`src/rtl/ps2_rx_decoder.sv`:
```
// Host-side PS/2 receiver: conditions the PS/2 lines, deframes 11-bit frames,
// buffers good bytes in a show-ahead FIFO and assembles scancodes into key events.
module ps2_rx_decoder #(
    parameter int FILTER    = 4,
    parameter int TIMEOUT   = 4096,
    parameter int FIFO_BITS = 3
) (
    input  logic        clk_sys,
    input  logic        reset_n,
    input  logic        ps2_clk,
    input  logic        ps2_data,
    input  logic        rx_rd,
    output logic [7:0]  rx_dout,
    output logic        rx_empty,
    output logic        rx_overflow,
    output logic        parity_err,
    output logic        frame_err,
    output logic [10:0] key
);

    localparam int DEPTH = 1 << FIFO_BITS;
    localparam int FCW   = $clog2(FILTER + 1);
    localparam int TCW   = $clog2(TIMEOUT + 1);

    localparam logic [1:0] ST_IDLE   = 2'd0;
    localparam logic [1:0] ST_DATA   = 2'd1;
    localparam logic [1:0] ST_PARITY = 2'd2;
    localparam logic [1:0] ST_STOP   = 2'd3;

    localparam logic [FCW-1:0]     FILT_LAST = FCW'(FILTER - 1);
    localparam logic [TCW-1:0]     TO_LAST   = TCW'(TIMEOUT - 1);
    localparam logic [FIFO_BITS-1:0] PTR_ONE = {{(FIFO_BITS-1){1'b0}}, 1'b1};
    localparam logic [FIFO_BITS:0] CNT_ONE   = {{FIFO_BITS{1'b0}}, 1'b1};
    localparam logic [FIFO_BITS:0] CNT_FULL  = (FIFO_BITS+1)'(DEPTH);

    // Odd-parity check over 8 data bits plus the parity bit.
    function automatic logic odd_parity_ok(input logic [7:0] data_bits, input logic par_bit);
        odd_parity_ok = ^{data_bits, par_bit};
    endfunction

    logic           clk_meta_r;
    logic           clk_sync_r;
    logic           data_meta_r;
    logic           data_sync_r;
    logic           filt_clk_r;
    logic [FCW-1:0] filt_cnt_r;
    logic           sample_s;

    logic [1:0]     state_r;
    logic [2:0]     bit_cnt_r;
    logic [7:0]     shift_r;
    logic           par_ok_r;
    logic [TCW-1:0] to_cnt_r;
    logic           byte_valid_r;
    logic [7:0]     byte_r;
    logic           parity_err_r;
    logic           frame_err_r;

    logic [7:0]           mem_r [DEPTH];
    logic [FIFO_BITS-1:0] wr_ptr_r;
    logic [FIFO_BITS-1:0] rd_ptr_r;
    logic [FIFO_BITS:0]   count_r;
    logic                 overflow_r;
    logic                 full_s;
    logic                 rd_en_s;
    logic                 wr_en_s;
    logic                 empty_s;

    logic        ext_r;
    logic        rel_r;
    logic [2:0]  skip_cnt_r;
    logic [10:0] key_r;

    // Two-flop synchronisers for the asynchronous PS/2 lines.
    always_ff @(posedge clk_sys) begin
        if (!reset_n) begin
            clk_meta_r  <= 1'b1;
            clk_sync_r  <= 1'b1;
            data_meta_r <= 1'b1;
            data_sync_r <= 1'b1;
        end else begin
            clk_meta_r  <= ps2_clk;
            clk_sync_r  <= clk_meta_r;
            data_meta_r <= ps2_data;
            data_sync_r <= data_meta_r;
        end
    end

    // Glitch filter: accept a new clock level only after FILTER stable cycles.
    always_ff @(posedge clk_sys) begin
        if (!reset_n) begin
            filt_clk_r <= 1'b1;
            filt_cnt_r <= '0;
        end else if (clk_sync_r == filt_clk_r) begin
            filt_cnt_r <= '0;
        end else if (filt_cnt_r == FILT_LAST) begin
            filt_clk_r <= clk_sync_r;
            filt_cnt_r <= '0;
        end else begin
            filt_cnt_r <= filt_cnt_r + {{(FCW-1){1'b0}}, 1'b1};
        end
    end

    // The filtered clock falls in exactly the cycle this term is high.
    assign sample_s = filt_clk_r & ~clk_sync_r & (filt_cnt_r == FILT_LAST);

    // Frame receiver with mid-frame timeout; error and good-byte outputs are one-cycle pulses.
    always_ff @(posedge clk_sys) begin
        if (!reset_n) begin
            state_r      <= ST_IDLE;
            bit_cnt_r    <= 3'd0;
            shift_r      <= 8'h00;
            par_ok_r     <= 1'b0;
            to_cnt_r     <= '0;
            byte_valid_r <= 1'b0;
            byte_r       <= 8'h00;
            parity_err_r <= 1'b0;
            frame_err_r  <= 1'b0;
        end else begin
            byte_valid_r <= 1'b0;
            parity_err_r <= 1'b0;
            frame_err_r  <= 1'b0;
            if (sample_s) begin
                to_cnt_r <= '0;
                case (state_r)
                    ST_IDLE: begin
                        if (!data_sync_r) begin
                            state_r   <= ST_DATA;
                            bit_cnt_r <= 3'd0;
                        end else begin
                            state_r   <= ST_IDLE;
                        end
                    end
                    ST_DATA: begin
                        shift_r   <= {data_sync_r, shift_r[7:1]};
                        bit_cnt_r <= bit_cnt_r + 3'd1;
                        if (bit_cnt_r == 3'd7) begin
                            state_r <= ST_PARITY;
                        end else begin
                            state_r <= ST_DATA;
                        end
                    end
                    ST_PARITY: begin
                        par_ok_r <= odd_parity_ok(shift_r, data_sync_r);
                        state_r  <= ST_STOP;
                    end
                    ST_STOP: begin
                        if (!data_sync_r) begin
                            frame_err_r  <= 1'b1;
                        end else if (par_ok_r) begin
                            byte_valid_r <= 1'b1;
                            byte_r       <= shift_r;
                        end else begin
                            parity_err_r <= 1'b1;
                        end
                        state_r <= ST_IDLE;
                    end
                    default: begin
                        state_r <= ST_IDLE;
                    end
                endcase
            end else if (state_r != ST_IDLE) begin
                if (to_cnt_r == TO_LAST) begin
                    frame_err_r <= 1'b1;
                    state_r     <= ST_IDLE;
                    to_cnt_r    <= '0;
                end else begin
                    to_cnt_r    <= to_cnt_r + {{(TCW-1){1'b0}}, 1'b1};
                end
            end else begin
                to_cnt_r <= '0;
            end
        end
    end

    assign empty_s = (count_r == '0);
    assign full_s  = (count_r == CNT_FULL);
    assign rd_en_s = rx_rd & ~empty_s;
    // A simultaneous pop frees the slot, so a write on full still succeeds.
    assign wr_en_s = byte_valid_r & (~full_s | rd_en_s);

    // FIFO storage; contents need no reset because rx_dout is gated by empty.
    always_ff @(posedge clk_sys) begin
        if (wr_en_s) begin
            mem_r[wr_ptr_r] <= byte_r;
        end else begin
            mem_r[wr_ptr_r] <= mem_r[wr_ptr_r];
        end
    end

    // FIFO pointers, occupancy and overflow pulse.
    always_ff @(posedge clk_sys) begin
        if (!reset_n) begin
            wr_ptr_r   <= '0;
            rd_ptr_r   <= '0;
            count_r    <= '0;
            overflow_r <= 1'b0;
        end else begin
            overflow_r <= byte_valid_r & full_s & ~rd_en_s;
            if (wr_en_s) begin
                wr_ptr_r <= wr_ptr_r + PTR_ONE;
            end else begin
                wr_ptr_r <= wr_ptr_r;
            end
            if (rd_en_s) begin
                rd_ptr_r <= rd_ptr_r + PTR_ONE;
            end else begin
                rd_ptr_r <= rd_ptr_r;
            end
            case ({wr_en_s, rd_en_s})
                2'b10:   count_r <= count_r + CNT_ONE;
                2'b01:   count_r <= count_r - CNT_ONE;
                default: count_r <= count_r;
            endcase
        end
    end

    // Scancode assembler: prefix flags, Pause skip window and fake-shift suppression.
    always_ff @(posedge clk_sys) begin
        if (!reset_n) begin
            ext_r      <= 1'b0;
            rel_r      <= 1'b0;
            skip_cnt_r <= 3'd0;
            key_r      <= 11'h000;
        end else if (parity_err_r || frame_err_r) begin
            ext_r      <= 1'b0;
            rel_r      <= 1'b0;
            skip_cnt_r <= 3'd0;
        end else if (byte_valid_r) begin
            if (skip_cnt_r != 3'd0) begin
                skip_cnt_r <= skip_cnt_r - 3'd1;
                if (skip_cnt_r == 3'd1) begin
                    key_r <= {~key_r[10], 10'h377};
                    ext_r <= 1'b0;
                    rel_r <= 1'b0;
                end else begin
                    key_r <= key_r;
                end
            end else begin
                case (byte_r)
                    8'hE0: ext_r      <= 1'b1;
                    8'hF0: rel_r      <= 1'b1;
                    8'hE1: skip_cnt_r <= 3'd7;
                    default: begin
                        if (!(ext_r && (byte_r == 8'h12))) begin
                            key_r <= {~key_r[10], ~rel_r, ext_r, byte_r};
                        end else begin
                            key_r <= key_r;
                        end
                        ext_r <= 1'b0;
                        rel_r <= 1'b0;
                    end
                endcase
            end
        end else begin
            key_r <= key_r;
        end
    end

    assign rx_empty    = empty_s;
    assign rx_dout     = empty_s ? 8'h00 : mem_r[rd_ptr_r];
    assign rx_overflow = overflow_r;
    assign parity_err  = parity_err_r;
    assign frame_err   = frame_err_r;
    assign key         = key_r;

endmodule

```
`config.mk`:
```
export PLATFORM = sky130hd
export DESIGN_NAME = ps2_rx_decoder
export DESIGN_NICKNAME = d
export VERILOG_FILES = /design/src/rtl/ps2_rx_decoder.sv
export SDC_FILE = /design/constraint.sdc
export NUM_CORES = 1
export LEC_CHECK = 0
export CAP_MARGIN = 10
export CORE_ASPECT_RATIO = 2
export CORE_MARGIN = 2
export CORE_UTILIZATION = 59
export CTS_BUF_LIST = sky130_fd_sc_hd__clkbuf_8 sky130_fd_sc_hd__clkbuf_16
export DETAILED_ROUTE_END_ITERATION = 8
export PLACE_DENSITY = 0.88
export SLEW_MARGIN = 20
export SYNTH_ARGS = -nofsm -noshare
export SYNTH_HDL_FRONTEND = slang
export SYNTH_SLANG_ARGS = --single-unit
```
`constraint.sdc`:
```
create_clock -name clk_sys -period 2.3 [get_ports clk_sys]
set_input_delay 0.46 -clock clk_sys [delete_from_list [all_inputs] [get_ports clk_sys]]
set_output_delay 0.46 -clock clk_sys [all_outputs]
set_load 0.02 [all_outputs]
```
# Word level (Yosys, flattened, before mapping)

Memories as Yosys holds them, arrays and structs flattened. A register that Yosys moved wholly into a read port is not among the register bits.
Cells that the tools add are included.

Reduce and logical (&&, ||, !) cells: 30
Bitwise logic cells: 18
Multiplexer cells: 34
Equality and inequality tests: 22
Add/subtract/negate cells: 8

Operator list:

| operator              | number |
|---|---|
| $mux 11               | 4 |
| $eq 8x8->1 const B    | 3 |
| $mux 8                | 2 |
| $mux 3                | 5 |
| $mux 1                | 14 |
| $add 13x1->13 const B | 1 |
| $eq 13x12->1 const B  | 1 |
| $add 3x1->3 const B   | 4 |
| $reduce_and 2->1      | 6 |
| $reduce_bool 2->1     | 6 |
| $not 1->1             | 10 |
| $reduce_and 3->1      | 3 |
| $reduce_xor 9->1      | 1 |
| $eq 8x5->1 const B    | 1 |
| $mux 2                | 4 |
| $ne 2x1->1 const B    | 4 |
| $pmux 2 s4            | 1 |
| $pmux 4 s2            | 1 |
| $reduce_and 4->1      | 2 |
| $and 1x1->1           | 6 |
| $eq 2x2->1 const B    | 3 |
| $pmux 3 s2            | 1 |
| $reduce_or 2->1       | 3 |
| $reduce_or 3->1       | 2 |
| 20 further kinds      | 24 |

Memory bits (writable): 64
Memories: 1
Input bits: 5
Output and inout port bits: 23
Register bits after elaboration: 73

Memory list:

| memory | depth | width | read ports | clocked after Yosys merged registers in | write ports | line | text |
|---|---|---|---|---|---|---|---|
| mem_r  | 8     | 8     | 1          | 1                                       | 1           | 59   | `logic [7:0] mem_r [DEPTH];` |

# Longest topological paths before layout

Depth after elaboration: 8
Mapped depth: 9
Gate-level depth less buffers: 8

# Worst setup path before layout

No wires, ideal clock.

Kind: reg2out
From: register (tool-made name)
To: output rx_dout[5]
Path slack: 0.263 ns
Cell stages (with the launch flop): 6
Path buffers: 2
Data arrival time: 1.577 ns
Cells stage by stage: dfxtp_1 -> buf_2 -> buf_2 -> mux4_2 -> mux2i_1 -> nor2_1

RTL lines:

| element          | line | text |
|---|---|---|
| end: declaration | 13   | `output logic [7:0] rx_dout,` |

==> out/summary.txt <==
CELLS AND AREA
-----------------------------------------------------------------------------------------------------
Area added between synthesis and finish ................................................       19.22%
Commonest non-fill, non-tap cell in the layout ......................................... sky130_fd_sc_hd__dfxtp_1
Diodes inserted ........................................................................            0
Commonest cells after routing, fill and taps aside ..................................... sky130_fd_sc_hd__dfxtp_1 (75), sky130_fd_sc_hd__edfxtp_1 (64), sky130_fd_sc_hd__nor2_1 (59)
Total Nets Final .......................................................................          543
Number of cells in the finished layout apart from fillers ..............................          643
Share of cells above drive strength 1 ..................................................       0.1818
Fillers ................................................................................          584

GLOBAL ROUTING
-----------------------------------------------------------------------------------------------------
Overflow after GRT .....................................................................            0
First-pass GRT wire length .............................................................     19090 um
Vias in the first global route .........................................................         3957
Largest net degree at the start of global routing ......................................           27
Combined global-route utilization of all metal layers ..................................       0.2470
Number of antenna violations at the first check in global routing ......................            0

FLOORPLANNING
-----------------------------------------------------------------------------------------------------
Number of placement rows ...............................................................           50
Top-Level Pins .........................................................................           28
Die span in x ..........................................................................     73.64 um
Overall die area .......................................................................  10550 sq um
Die Height .............................................................................     143.3 um
Core region area .......................................................................   9384 sq um
Initial core utilization ...............................................................       0.6099

WORST SETUP PATH
-----------------------------------------------------------------------------------------------------
Total number of cells along the worst setup path .......................................            5
Critical path arrival ..................................................................      1.86 ns
Count of buffering cells on the critical path with inverters included ..................            2
CP required ............................................................................      1.84 ns
Slowest cell delay on critical path ....................................................      0.50 ns
Cell family contributing the most delay on the critical path ........................... multiplexers
Endpoint type of the worst setup path .................................................. primary output
Count of cells along the worst register-to-register path ...............................            8
Type of the worst setup path ........................................................... flop to primary output
Cell Chain, Critical Path .............................................................. buf_12 > mux4_2 > mux2i_1 > nor2_1 > buf_4
Setup crit start kind ..................................................................         flop
Critical-path top delay cell ........................................................... sky130_fd_sc_hd__mux4_2
Worst-path maximum fanout ..............................................................            8
R2R Setup Slk ..........................................................................      0.35 ns

PLACE
-----------------------------------------------------------------------------------------------------
Placed insts ...........................................................................          610
Pre-CTS setup slack ....................................................................  0.008998 ns
Routability Congestion .................................................................       0.8942
HPWL after DPL .........................................................................      8027 um
IO Port Bufs ...........................................................................           27

STA
-----------------------------------------------------------------------------------------------------
Hold violation total from the final report .............................................            0
Rel. slew slack ........................................................................       0.5826
Final setup TNS ........................................................................  -0.03068 ns
Slew Viols, Final ......................................................................            0
Worst setup slack after layout .........................................................  -0.01837 ns
Unrepaired setup endpoints after global routing ........................................         true
Skew final .............................................................................   0.01475 ns
Final critical-path required period ....................................................     2.318 ns
Fmax ...................................................................................    431.3 MHz
Transition at the pin with the smallest max-transition slack ...........................    0.6237 ns
Final setup violation count ............................................................            3
Final clock period utilization by the worst path .......................................        1.008

ROUTING
-----------------------------------------------------------------------------------------------------
Total number of vias ...................................................................         3777
Wirelength, routed .....................................................................     11920 um
1st-iter DRT viols .....................................................................          232
Via density per instance ...............................................................        5.874
Average wire length per cell after detail routing ......................................     18.53 um
Number of iterations in the first detailed-routing pass ................................            4
Number of remaining DRC errors .........................................................            0
Final antenna-violating net count ......................................................            0

SYNTH
-----------------------------------------------------------------------------------------------------
Xor/xnor cell area share of the yosys netlist ..........................................      0.03913
Fraction of the mapped netlist area in simple logic gates ..............................       0.1592
Share of flip-flops with an asynchronous set or reset after synthesis ..................            0
Predominant post-synthesis flop cell ................................................... sky130_fd_sc_hd__dfxtp_1
Number of distinct library cells after synthesis .......................................           63
Portion of netlist area occupied by mux cells ..........................................      0.08395
Number of register bits inferred by synthesis ..........................................          140
Dominant combinational cell family by area after synthesis ............................. simple AND/OR/NAND/NOR gates
Total number of yosys warnings .........................................................            0
Number of enable-type register cells in the synthesized netlist ........................           64
Nets in the synthesized netlist ........................................................          489
Share of the yosys chip area belonging to registers ....................................       0.6017
Syn avg cell area ......................................................................  12.12 sq um
Gate Count Post-Synth ..................................................................          472
Complex-gate fraction of the synthesized area ..........................................      0.06471
Post-synthesis share of cell area spent on full adders, half adders and majority gates .      0.02624
Cell area after synthesis ..............................................................   5723 sq um

RUN STATUS
-----------------------------------------------------------------------------------------------------
Violations in the final reports ........................................................ negative setup slack
Result of the run ...................................................................... finished, violations left

CTS
-----------------------------------------------------------------------------------------------------
# clock sinks ..........................................................................          140
CTS max path bufs ......................................................................            2
Maximum level of the CTS H-tree ........................................................            4
TritonCTS clock tree ...................................................................         done
Hold-fix buffers at CTS ................................................................            0
Clock slew at reported path FFs ........................................................      0.07 ns
Clock network latency to the later pin of the worst-skew pair ..........................      0.43 ns
Root Buffer ............................................................................ sky130_fd_sc_hd__clkbuf_16
Number of buffers created by CTS .......................................................           17

POWER
-----------------------------------------------------------------------------------------------------
VDD IR-drop max ........................................................................    0.5269 mV
Pwr Density ............................................................................ 797.7 nW/um^2
Static leakage power ...................................................................     2.430 nW

JOB
-----------------------------------------------------------------------------------------------------
Max-Cap Viols ..........................................................................            0

HOLD PATH
-----------------------------------------------------------------------------------------------------
Class of the tightest hold or removal check ............................................ flop to flop
Worst hold path depth ..................................................................            1

## flip-flops by register name, summed over array words and instances (netlist names), 4 cells and up, named ones only
signal	count
to_cnt_r	13
shift_r	8
count_r	4
mem_r	64
byte_r	8
key	11
## logic make-up after synthesis
logic type,after synthesis
AOI/OAI and AO/OA,54
muxes,28
adders and majority gates,12
and+or+nand+nor,184
xor gates and xnor gates,24
buffers and inverters,30
DFF,140
## layout make-up
| class | instances | area [sq um] | area share |
|---|---|---|---|
| clock inverters | 15 | 153.9 | 0.02256 |
| clock buffers | 17 | 425.4 | 0.06235 |
| inverters | 11 | 41.29 | 0.006052 |
| repair buffers | 54 | 489.2 | 0.07170 |
| well taps | 104 | 130.1 | 0.01907 |
| multi-input cells | 302 | 2136 | 0.3130 |
| flip-flops and latches | 140 | 3447 | 0.5052 |
## worst paths after layout
check,endpoint,from
max,rx_dout[3],flop
min,clk_sync_r$_SDFF_PN1_,clk_meta_r$_SDFF_PN1_
max reg2reg,count_r[2]$_SDFFE_PN0P_,count_r[0]$_SDFFE_PN0P_
min reg2reg,clk_sync_r$_SDFF_PN1_,clk_meta_r$_SDFF_PN1_
## repair_timing
| action | CTS | global route |
|---|---|---|
| endpoints found under the hold margin | 0 | 0 |
| endpoints found under the setup margin | 9 | 8 |
| pin swaps | 0 | 0 |
| gates cloned | 1 | 0 |
| buffers inserted | 1 | 1 |
| gates resized for setup | 37 | 5 |
## worst reg2reg max path, stage by stage (launching register included)
cell and delay, ns:
sky130_fd_sc_hd__dfxtp_1 0.40, sky130_fd_sc_hd__o41ai_2 0.39, sky130_fd_sc_hd__nor2_1 0.13, sky130_fd_sc_hd__xor2_1 0.17
sky130_fd_sc_hd__ha_1 0.22, sky130_fd_sc_hd__nor2_1 0.08, sky130_fd_sc_hd__a32oi_2 0.24, sky130_fd_sc_hd__xor2_1 0.18
sky130_fd_sc_hd__nor2_1 0.05
## stage by stage
stage	util	instance area (sq um)	hold slack, ns	power (mW)
6_report	0.7271	6823	0.4163	5.442
5_1_grt	0.7271	6823	0.4357	5.592
4_1_cts	0.7283	6834	0.4230	5.466
3_5_place_dp	0.6664	6254	0.3969	2.850
3_3_place_gp	0.6664	6254	0.3904	2.844
2_1_floorplan	-	5723	0.3863	2.775
## cells in the mapped netlist, types with 3 or more instances
library cell	instances	share of area
sky130_fd_sc_hd__nand2b_1	12	0.013
sky130_fd_sc_hd__nand4_1	4	0.0044
sky130_fd_sc_hd__xnor2_1	9	0.014
sky130_fd_sc_hd__nor2b_1	7	0.0077
sky130_fd_sc_hd__mux2i_1	12	0.021
sky130_fd_sc_hd__o211ai_1	3	0.0039
sky130_fd_sc_hd__o21ai_0	5	0.0044
sky130_fd_sc_hd__nor2_1	59	0.039
sky130_fd_sc_hd__nand3_1	18	0.016
sky130_fd_sc_hd__xor2_1	14	0.021
sky130_fd_sc_hd__ha_1	12	0.026
sky130_fd_sc_hd__mux4_2	16	0.063
sky130_fd_sc_hd__nor3_1	14	0.012
sky130_fd_sc_hd__a21oi_1	26	0.023
sky130_fd_sc_hd__nand2_1	45	0.030
sky130_fd_sc_hd__and3_1	3	0.0033
sky130_fd_sc_hd__dfxtp_1	76	0.27
sky130_fd_sc_hd__edfxtp_1	64	0.34
sky130_fd_sc_hd__clkbuf_1	12	0.0079
sky130_fd_sc_hd__inv_1	10	0.0066
## metal layers
metal / track usage / wire, um / up-vias
met4: 0.1560 / 293 / 0
met2: 0.4488 / 7054 / 94
met3: 0.06281 / 365 / 17
met5: 0 / 0 / -
li1: - / - / 1812
met1: 0.2345 / 4203 / 1854
## where the power goes
group / internal, mW / leakage (nW) / switching [mW]
clock network: 1.52 / 0.276 / 1.12
logic: 0.0931 / 0.947 / 0.0994
registers: 2.59 / 1.21 / 0.0131
No activity file was read; power rests on OpenSTA's default activity.
